==> src/rtl/s1_unidade_controle.sv <==
// -----------------------------------------------------------------------------
// s1_unidade_controle
//   Moore control unit that sequences the S1 datapath through one game.
//   Each round first plays the stored notes 0..limite, then collects the
//   player's notes one by one. It counts wrong presses, scores finished rounds,
//   and ends the game on a win, a player timeout or too many errors.
//
// Ports
//   clock, reset             rising-edge clock, synchronous active-high reset
//   iniciar                  start pulse (honoured in inicial and final states)
//   musica, dificuldade      song / level selects, captured in preparacao
//   enderecoIgualLimite      datapath: endereco == limite
//   botoesIgualMemoria       datapath: registered press matches ROM note
//   fimL                     datapath: current round is the last one
//   jogadafeita              datapath: one-cycle button press pulse
//   timeout, muda_nota       datapath: player timer / note timer expired
//   zeraX / contaX / ...     datapath controls, decoded from the state only
//   memoria, nivel           registered song / level selects
//   pronto, ganhou, perdeu   game finished / result
//   db_estado                current state code (debug)
// -----------------------------------------------------------------------------
module s1_unidade_controle #(
    parameter int unsigned MAX_ERROS = 4
) (
    input  logic       clock,
    input  logic       reset,
    input  logic       iniciar,
    input  logic       musica,
    input  logic       dificuldade,
    input  logic       enderecoIgualLimite,
    input  logic       botoesIgualMemoria,
    input  logic       fimL,
    input  logic       jogadafeita,
    input  logic       timeout,
    input  logic       muda_nota,
    output logic       zeraR,
    output logic       registraR,
    output logic       zeraL,
    output logic       contaL,
    output logic       zeraE,
    output logic       contaE,
    output logic       zeraT,
    output logic       contaT,
    output logic       zeraT2,
    output logic       contaT2,
    output logic       mostraJ,
    output logic       mostraB,
    output logic       contaErro,
    output logic       zeraErro,
    output logic       zeraPontos,
    output logic       regPontos,
    output logic       sel_memoria_arduino,
    output logic       activateArduino,
    output logic       memoria,
    output logic       nivel,
    output logic       pronto,
    output logic       ganhou,
    output logic       perdeu,
    output logic [3:0] db_estado
);

    typedef enum logic [3:0] {
        INICIAL        = 4'h0,
        PREPARACAO     = 4'h1,
        INICIA_RODADA  = 4'h2,
        MOSTRA_NOTA    = 4'h3,
        PROXIMA_NOTA   = 4'h4,
        PREPARA_JOGADA = 4'h5,
        ESPERA_JOGADA  = 4'h6,
        REGISTRA       = 4'h7,
        COMPARA        = 4'h8,
        PROXIMA_JOGADA = 4'h9,
        FIM_RODADA     = 4'hA,
        ERRO           = 4'hB,
        FIM_TIMEOUT    = 4'hC,
        FIM_GANHOU     = 4'hD,
        FIM_ERROS      = 4'hE,
        PROXIMA_RODADA = 4'hF
    } estado_t;

    localparam logic [3:0] MAX_ERROS_L = 4'(MAX_ERROS);

    estado_t    estado_q, estado_d;
    logic [3:0] erros_q, erros_d;
    logic       memoria_q, memoria_d;
    logic       nivel_q, nivel_d;
    logic [3:0] erros_mais1;

    // Wraps in 4 bits like the datapath counter; erros_q never reaches 15
    // before the game ends because MAX_ERROS <= 15.
    assign erros_mais1 = erros_q + 4'd1;

    // NOTE: state registers use non-blocking assignments so every register
    // samples the pre-edge values, independent of statement order.
    always_ff @(posedge clock) begin
        if (reset) begin
            estado_q  <= INICIAL;
            erros_q   <= 4'd0;
            memoria_q <= 1'b0;
            nivel_q   <= 1'b0;
        end else begin
            estado_q  <= estado_d;
            erros_q   <= erros_d;
            memoria_q <= memoria_d;
            nivel_q   <= nivel_d;
        end
    end

    // Next-state logic.
    // NOTE: every variable gets a default before the case so no path leaves
    // one unassigned, which would otherwise infer a latch.
    always_comb begin
        estado_d  = estado_q;
        erros_d   = erros_q;
        memoria_d = memoria_q;
        nivel_d   = nivel_q;
        case (estado_q)
            INICIAL:        if (iniciar) estado_d = PREPARACAO;
            PREPARACAO: begin
                memoria_d = musica;
                nivel_d   = dificuldade;
                erros_d   = 4'd0;
                estado_d  = INICIA_RODADA;
            end
            INICIA_RODADA: begin
                erros_d  = 4'd0;
                estado_d = MOSTRA_NOTA;
            end
            MOSTRA_NOTA:
                if (muda_nota)
                    estado_d = enderecoIgualLimite ? PREPARA_JOGADA : PROXIMA_NOTA;
            // Extra cycle lets the synchronous ROM present the next note.
            PROXIMA_NOTA:   estado_d = MOSTRA_NOTA;
            PREPARA_JOGADA: estado_d = ESPERA_JOGADA;
            ESPERA_JOGADA:
                // A press in the same cycle as the timeout still counts.
                if (jogadafeita)  estado_d = REGISTRA;
                else if (timeout) estado_d = FIM_TIMEOUT;
            REGISTRA:       estado_d = COMPARA;
            COMPARA:
                if (!botoesIgualMemoria)      estado_d = ERRO;
                else if (enderecoIgualLimite) estado_d = FIM_RODADA;
                else                          estado_d = PROXIMA_JOGADA;
            PROXIMA_JOGADA: estado_d = ESPERA_JOGADA;
            ERRO: begin
                if (erros_q != 4'd15) erros_d = erros_mais1;
                // Address is not advanced: the player retries the same note.
                estado_d = (erros_mais1 == MAX_ERROS_L) ? FIM_ERROS : ESPERA_JOGADA;
            end
            FIM_RODADA:     estado_d = fimL ? FIM_GANHOU : PROXIMA_RODADA;
            PROXIMA_RODADA: estado_d = INICIA_RODADA;
            FIM_TIMEOUT, FIM_GANHOU, FIM_ERROS:
                if (iniciar) estado_d = PREPARACAO;
            default:        estado_d = INICIAL;
        endcase
    end

    // Moore output decode: depends on the state register only.
    always_comb begin
        {zeraR, registraR, zeraL, contaL, zeraE, contaE, zeraT, contaT,
         zeraT2, contaT2, mostraJ, mostraB, contaErro, zeraErro, zeraPontos,
         regPontos, sel_memoria_arduino, activateArduino,
         pronto, ganhou, perdeu} = '0;
        case (estado_q)
            PREPARACAO: begin
                zeraL = 1'b1; zeraE = 1'b1; zeraR = 1'b1; zeraT = 1'b1;
                zeraT2 = 1'b1; zeraErro = 1'b1; zeraPontos = 1'b1;
            end
            INICIA_RODADA: begin
                zeraE = 1'b1; zeraR = 1'b1; zeraT2 = 1'b1; zeraErro = 1'b1;
            end
            MOSTRA_NOTA: begin
                mostraJ = 1'b1; contaT2 = 1'b1;
                sel_memoria_arduino = 1'b1; activateArduino = 1'b1;
            end
            PROXIMA_NOTA:   begin contaE = 1'b1; zeraT2 = 1'b1; end
            PREPARA_JOGADA: begin zeraE = 1'b1; zeraR = 1'b1; zeraT = 1'b1; end
            ESPERA_JOGADA: begin
                mostraB = 1'b1; activateArduino = 1'b1; contaT = 1'b1;
            end
            REGISTRA:       begin registraR = 1'b1; mostraB = 1'b1; end
            PROXIMA_JOGADA: begin contaE = 1'b1; zeraT = 1'b1; end
            ERRO:           begin contaErro = 1'b1; zeraT = 1'b1; end
            FIM_RODADA:     regPontos = 1'b1;
            PROXIMA_RODADA: contaL = 1'b1;
            FIM_TIMEOUT:    begin pronto = 1'b1; perdeu = 1'b1; end
            FIM_GANHOU:     begin pronto = 1'b1; ganhou = 1'b1; end
            FIM_ERROS:      begin pronto = 1'b1; perdeu = 1'b1; end
            default: ;
        endcase
    end

    assign memoria   = memoria_q;
    assign nivel     = nivel_q;
    assign db_estado = estado_q;

endmodule

==> config.mk <==
export PLATFORM = sky130hd
export DESIGN_NAME = s1_unidade_controle
export DESIGN_NICKNAME = d
export VERILOG_FILES = /design/src/rtl/s1_unidade_controle.sv
export SDC_FILE = /design/constraint.sdc
export NUM_CORES = 1
export LEC_CHECK = 0
export CAP_MARGIN = 20
export CORE_AREA = 3 3 50 52
export DETAILED_ROUTE_END_ITERATION = 12
export DIE_AREA = 0 0 53 55
export PLACE_DENSITY_LB_ADDON = 0.05
export SYNTH_ARGS = -nofsm -noshare
export SYNTH_HDL_FRONTEND = slang
export SYNTH_SLANG_ARGS = --single-unit
==> constraint.sdc <==
create_clock -name clock -period 4.34 [get_ports clock]
set_input_delay 0.868 -clock clock [delete_from_list [all_inputs] [get_ports clock]]
set_output_delay 0.868 -clock clock [all_outputs]
set_load 0.03 [all_outputs]
* Word level (Yosys, flattened, before mapping) *
Cells that the tools add are included.

storage, ports and cells
  bits in registers = 10
  input port bits = 11
  word-level logic and storage cells = 72

cells by class
  $add $sub $neg = 1
  eq/ne operators = 21
  multiplexer cells = 29
  reduce and logical (&&, ||, !) cells = 17

operators by type and width
  kind                                           count
  one-hot mux 4 bit (10 select lines)            1
  == test 4 bit, second input constant           8
  two-way mux 4 bit                              6
  == test 4 x 3 -> 1 bit, second input constant  5
  two-way mux 1 bit                              18
  OR reduction 2 bit                             8
  OR reduction 3 bit                             3
  == test 4 x 2 -> 1 bit, second input constant  2
  one-hot mux 4 bit (2 select lines)             1
  OR reduction 4 bit                             2
  two-way mux 2 bit                              3
  adder 4 x 1 -> 4 bit, second input constant    1
  == test 4 x 1 -> 1 bit, second input constant  1
  logical NOT 4 bit                              1
  != test 2 bit, second input constant           2
  != test 4 bit, second input constant           1
  != test 3 bit, second input constant           1
  AND reduction 3 bit                            1
  != test 2 x 1 -> 1 bit, second input constant  1
  AND reduction 2 bit                            1
  nonzero test 2 bit                             1

* Logic depth before layout (Yosys ltp) *
  depth after elaboration = 4
  gate-level depth with buffers = 7

* Least setup slack after synthesis *
OpenSTA, ideal clock, no wires.

  path kind = reg2out
  start point = register estado_q[0], in the netlist db_estado[0]
  end point = output zeraT2
  data arrival time = 1.987 ns
  slack = 1.485 ns
  stages on the path, launching flop included = 6
  buffers on the path = 3
  cell sequence = dfxtp_1 > clkbuf_1 > buf_2 > buf_2 > nor2_1 > a211oi_1

between the ends
  cells in the longest elaborated chain, start to end = 3

ends and longest elaborated chain
  element                                               line  RTL
  from (decl)                                           83    estado_t estado_q, estado_d;
  from (signal assigned)                                102   estado_q <= estado_d;
  == test 4 x 1 -> 1 bit, or another cell as far along  164   case (estado_q)
  OR reduction 3 bit (no source line) (*)               --
  two-way mux 1 bit (*)                                 164
  to (decl)                                             44    output logic zeraT2,

Every way passes the cells marked *; elsewhere a longest branch is shown, timed or not.

* Final worst setup path *
  start point = register estado_q[0], in the netlist db_estado[0]
  end point = output zeraL

between the ends
  cells in the longest elaborated chain, start to end = 2

ends and longest elaborated chain
  element                 line  RTL
  == test 4 x 1 -> 1 bit  164
  two-way mux 1 bit       164
  to (decl)               38    output logic zeraL,

No other way between the ends.

==> impl_metrics.py <==
metrics = {
    "critical_path": {
        "critical_path.max_fanout": 28,
        "worstRegToRegCells": 4,
        "launch_point_of_the_worst_reg_to_reg_path": "db_estado[0]$_SDFFE_PP0P_",
        "cp.required_ns": 3.47,
        "crit_type": "reg -> out",
        "r2r_setup_slack_ns": 2.39,
        "worstReg2RegEnd": "db_estado[2]$_SDFFE_PP0P_",
        "crit_arrival_ns": 2.41,
        "crit_path_end_kind": "output pin",
        "timing.critical_path.from_type": "flip-flop",
    },
    "power_and_ir_drop": {
        "power_report.internal_total_uw": 315.8,
        "power.share.sequential_pct": 24.7,
        "switching_share_pct": 49.09,
        "power_frac_comb_pct": 65.3,
        "cellPowerDensity_nw_per_um2": 499.3,
        "ir_worst_vdd_mv": 0.3474,
        "p_clk_share_pct": 10.0,
        "power_switching_uw": 304.5,
        "p_leak_uw": 0.0004681,
    },
    "die": {
        "die_height_um": 55,
        "placeableCoreArea_um2": 2148,
        "floorplan.initialDensity_pct": 41.64,
        "core.rowCount": 17,
        "die_width_um": 53,
        "die-area_um2": 2915,
        "ioPinCount": 38,
    },
    "layout": {
        "multi_input_comb_area_um2": 599.3,
        "final_util_pct": 57.83,
        "seq_area_um2": 200.2,
        "area.growth.synth_to_final_pct": 38.88,
        "design.final.nets": 169,
        "ratio_of_cells_with_drive_above_1_in_the_final_layout_pct": 4.545,
        "antenna_cells": 0,
        "nFillCells": 222,
    },
    "run_status": {
        "run_status": "complete, no violations",
    },
    "cts": {
        "cts_repair_resize_count": 0,
        "ctsHtreeMaxLevel": 1,
        "cts_root_buffer": "sky130_fd_sc_hd__clkbuf_4",
        "worst_setup_hold_path_clk_slew_ns": 0.06,
        "cts_tree": "yes",
        "worstSkewPairLatency_ns": 0.26,
        "cts_inserted_buffers": 3,
        "clk_path_buf_depth": 2,
        "postCtsSetupRepairBufs": 0,
        "postCtsHoldBufs": 0,
        "numClockSinks": 10,
    },
    "synth": {
        "post_synth_instance_area_um2": 894.6,
        "synth_nets": 141,
        "synth_top_area_cell": "sky130_fd_sc_hd__dfxtp_1",
        "proportion_of_synthesized_chip_area_in_sequential_cells_pct": 22.38,
        "syn_inst": 128,
        "synthTopCellsByCount": "22 x sky130_fd_sc_hd__nor2_1, 12 x sky130_fd_sc_hd__nand2_1, 10 x sky130_fd_sc_hd__a21oi_1, 10 x sky130_fd_sc_hd__dfxtp_1, 7 x sky130_fd_sc_hd__o21ai_0",
        "synth-edff-count": 0,
        "netlist_top_cells_area": "sky130_fd_sc_hd__dfxtp_1 22%, sky130_fd_sc_hd__nor2_1 9.2%, sky130_fd_sc_hd__a21oi_1 5.6%",
        "asyncSetResetFlopFracSynth_pct": 0,
        "synthDominantCellAreaShare_pct": 22.38,
        "synth.ff_latch_count": 10,
        "yosys_warnings": 0,
        "synth.distinct_cells": 39,
        "synthMostInstantiatedCell": "sky130_fd_sc_hd__nor2_1",
        "mean_instance_size_in_the_synthesized_netlist_um2": 6.989,
        "yosys_most_used_dff": "sky130_fd_sc_hd__dfxtp_1",
    },
    "global_routing": {
        "grt_antenna_before_repair": 0,
        "grt_util_all_layers_pct": 17.06,
        "first_global_vias": 826,
        "pin_count_of_the_biggest_net_entering_global_routing": 29,
        "grt-ovfl-total": 0,
        "wire_length_of_the_first_global_routing_pass_um": 3712,
    },
    "placed_design": {
        "detailed_place_hpwl_um": 1680,
        "gp_routability_congestion": 0.8033,
        "io_buffer_count": 37,
    },
    "timing": {
        "rsz0062_at_grt": "no",
        "report.final.slew_viol_count": 0,
        "finalSetupTns_ns": 0,
        "worstMarginPinSlew_ns": 0.8623,
        "period_minus_slack_ns": 3.275,
        "fin_skew_ns": 0.0005159,
        "slew_headroom_pct": 42.44,
        "tcrit_tclk_final_pct": 75.46,
        "setup-violations-final": 0,
        "achievable-frequency_ghz": 0.3054,
        "hold_viol_final": 0,
    },
    "detailed_routing": {
        "detail_route.wl_per_cell_um": 12.70,
        "dr.max_layer_used": "met4",
        "route.met2.wl_um": 952,
        "m1WireLength_um": 1142,
        "final_antenna_net_count": 0,
        "drt_iter0_drc": 20,
        "vias": 979,
        "detail_route.drc_violations": 0,
        "drt_pass1_iterations": 4,
        "detailroute.wirelength.met3_um": 204,
        "wirelength_um": 2312,
        "viasPerCell": 5.379,
    },
    "flow_run": {
        "max_cap_violations": 0,
    },
    "worst_hold_path": {
        "min_path_type": "reg -> reg",
        "whs_path_depth": 2,
        "hold_path.startpoint": "memoria$_SDFFE_PP0P_",
        "min_to": "memoria$_SDFFE_PP0P_",
    },
}
[worst max-delay path: stages, from the launching register on]
cell	delay, ns
sky130_fd_sc_hd__dfxtp_1	0.88
sky130_fd_sc_hd__nand2b_1	0.27
sky130_fd_sc_hd__nor2_1	0.27
sky130_fd_sc_hd__clkdlybuf4s50_1	0.71
[how the worst max path moves through the flow]
stage          cells after the start         end  slack [ns]                      start
2_1_floorplan                      5      zeraT2        1.49  db_estado[0]$_SDFFE_PP0P_
3_3_place_gp                       3  zeraPontos        1.43  db_estado[0]$_SDFFE_PP0P_
3_5_place_dp                       3       zeraL        1.38  db_estado[0]$_SDFFE_PP0P_
4_1_cts                            3       zeraL        1.08  db_estado[0]$_SDFFE_PP0P_
5_1_grt                            3       zeraL        0.85  db_estado[0]$_SDFFE_PP0P_
6_report                           3       zeraL        1.07  db_estado[0]$_SDFFE_PP0P_
[area by class of cell]
| type | count | share of cell area, % |
|---|---|---|
| clock buffer | 3 | 1.813 |
| inverter | 4 | 1.208 |
| multi-input combinational | 100 | 48.24 |
| sequential | 10 | 16.11 |
| tap | 28 | 2.820 |
| timing repair buffer | 37 | 29.81 |
[power by group through the flow]
stage	clock network, uW	logic [uW]	registers (uW)
floorplan	0	309	136
global placement	0	406	153
detailed placement	0	408	154
CTS	65.5	409	152
global route	69.6	437	159
finish	62.3	405	153
[registers in the layout, summed over array words and instances, names as in the netlist]
name and count:
memoria 1, db_estado 4, nivel 1, erros_q 4
[placed cells by master, fill, tap and decap left out]
| cell type | synthesis | layout |
|---|---|---|
| sky130_fd_sc_hd__and3_4 | 1 | 1 |
| sky130_fd_sc_hd__or2_4 | 1 | 1 |
| sky130_fd_sc_hd__nor2_1 | 22 | 22 |
| sky130_fd_sc_hd__clkdlybuf4s50_1 | 0 | 37 |
| sky130_fd_sc_hd__o31ai_1 | 1 | 1 |
| sky130_fd_sc_hd__inv_1 | 4 | 4 |
| sky130_fd_sc_hd__xor2_1 | 3 | 3 |
| sky130_fd_sc_hd__ha_1 | 2 | 2 |
| sky130_fd_sc_hd__dfxtp_1 | 10 | 10 |
| sky130_fd_sc_hd__nand2_1 | 12 | 12 |
| sky130_fd_sc_hd__or4_4 | 1 | 1 |
| sky130_fd_sc_hd__nand3b_1 | 2 | 2 |
| sky130_fd_sc_hd__a311oi_2 | 1 | 1 |
| sky130_fd_sc_hd__o22ai_1 | 2 | 2 |
| sky130_fd_sc_hd__and2_1 | 2 | 2 |
| sky130_fd_sc_hd__a221o_1 | 1 | 1 |
| sky130_fd_sc_hd__nand2b_1 | 6 | 6 |
| sky130_fd_sc_hd__o31a_1 | 1 | 1 |
| sky130_fd_sc_hd__nor2b_1 | 4 | 4 |
| sky130_fd_sc_hd__a211o_1 | 2 | 2 |
| sky130_fd_sc_hd__a32o_1 | 1 | 1 |
| sky130_fd_sc_hd__a41oi_1 | 1 | 1 |
| sky130_fd_sc_hd__nand4b_1 | 1 | 1 |
| sky130_fd_sc_hd__nand3_1 | 3 | 3 |
| sky130_fd_sc_hd__and3b_1 | 1 | 1 |
| sky130_fd_sc_hd__mux2i_1 | 1 | 1 |
| sky130_fd_sc_hd__o21ai_0 | 7 | 7 |
| sky130_fd_sc_hd__nor3b_1 | 1 | 1 |
| sky130_fd_sc_hd__a31oi_1 | 3 | 3 |
| sky130_fd_sc_hd__nor4b_1 | 1 | 1 |
| sky130_fd_sc_hd__a21oi_1 | 10 | 10 |
| sky130_fd_sc_hd__a211oi_1 | 1 | 1 |
| sky130_fd_sc_hd__a22oi_1 | 2 | 2 |
| sky130_fd_sc_hd__o21bai_1 | 2 | 2 |
| sky130_fd_sc_hd__clkbuf_4 | 0 | 3 |
| sky130_fd_sc_hd__a2bb2oi_1 | 1 | 1 |
[layer usage]
layer	global-route usage, %	vias to the layer above
met3	5.630	4
li1	-	499
met1	22.78	426
met4	2.553	0
met2	27.27	50
met5	0	-
[cell families after synthesis]
kind of cell | share of synthesized area, %
AO/OA/AOI/OAI | 26.85
XOR/XNOR | 2.938
adder cells (fa/ha/maj) | 2.797
buffers and inverters | 10.63
flip-flops | 22.38
multiplexers | 1.119
AND/OR/NAND/NOR | 33.29
[stage by stage]
| step | total power (uW) | std cells | cell area (um2) | hold WS [ns] | setup WS (ns) |
|---|---|---|---|---|---|
| 2_1_floorplan | 444.3 | 128 | 894.6 | 0.4740 | 1.485 |
| 3_3_place_gp | 559.2 | 179 | 1220 | 0.4824 | 1.429 |
| 3_5_place_dp | 561.5 | 179 | 1220 | 0.4746 | 1.377 |
| 4_1_cts | 626.6 | 182 | 1242 | 0.4833 | 1.084 |
| 5_1_grt | 665.5 | 182 | 1242 | 0.5200 | 0.8496 |
| 6_report | 620.3 | 182 | 1242 | 0.4767 | 1.065 |
No activity file was read; power rests on OpenSTA's default activity.
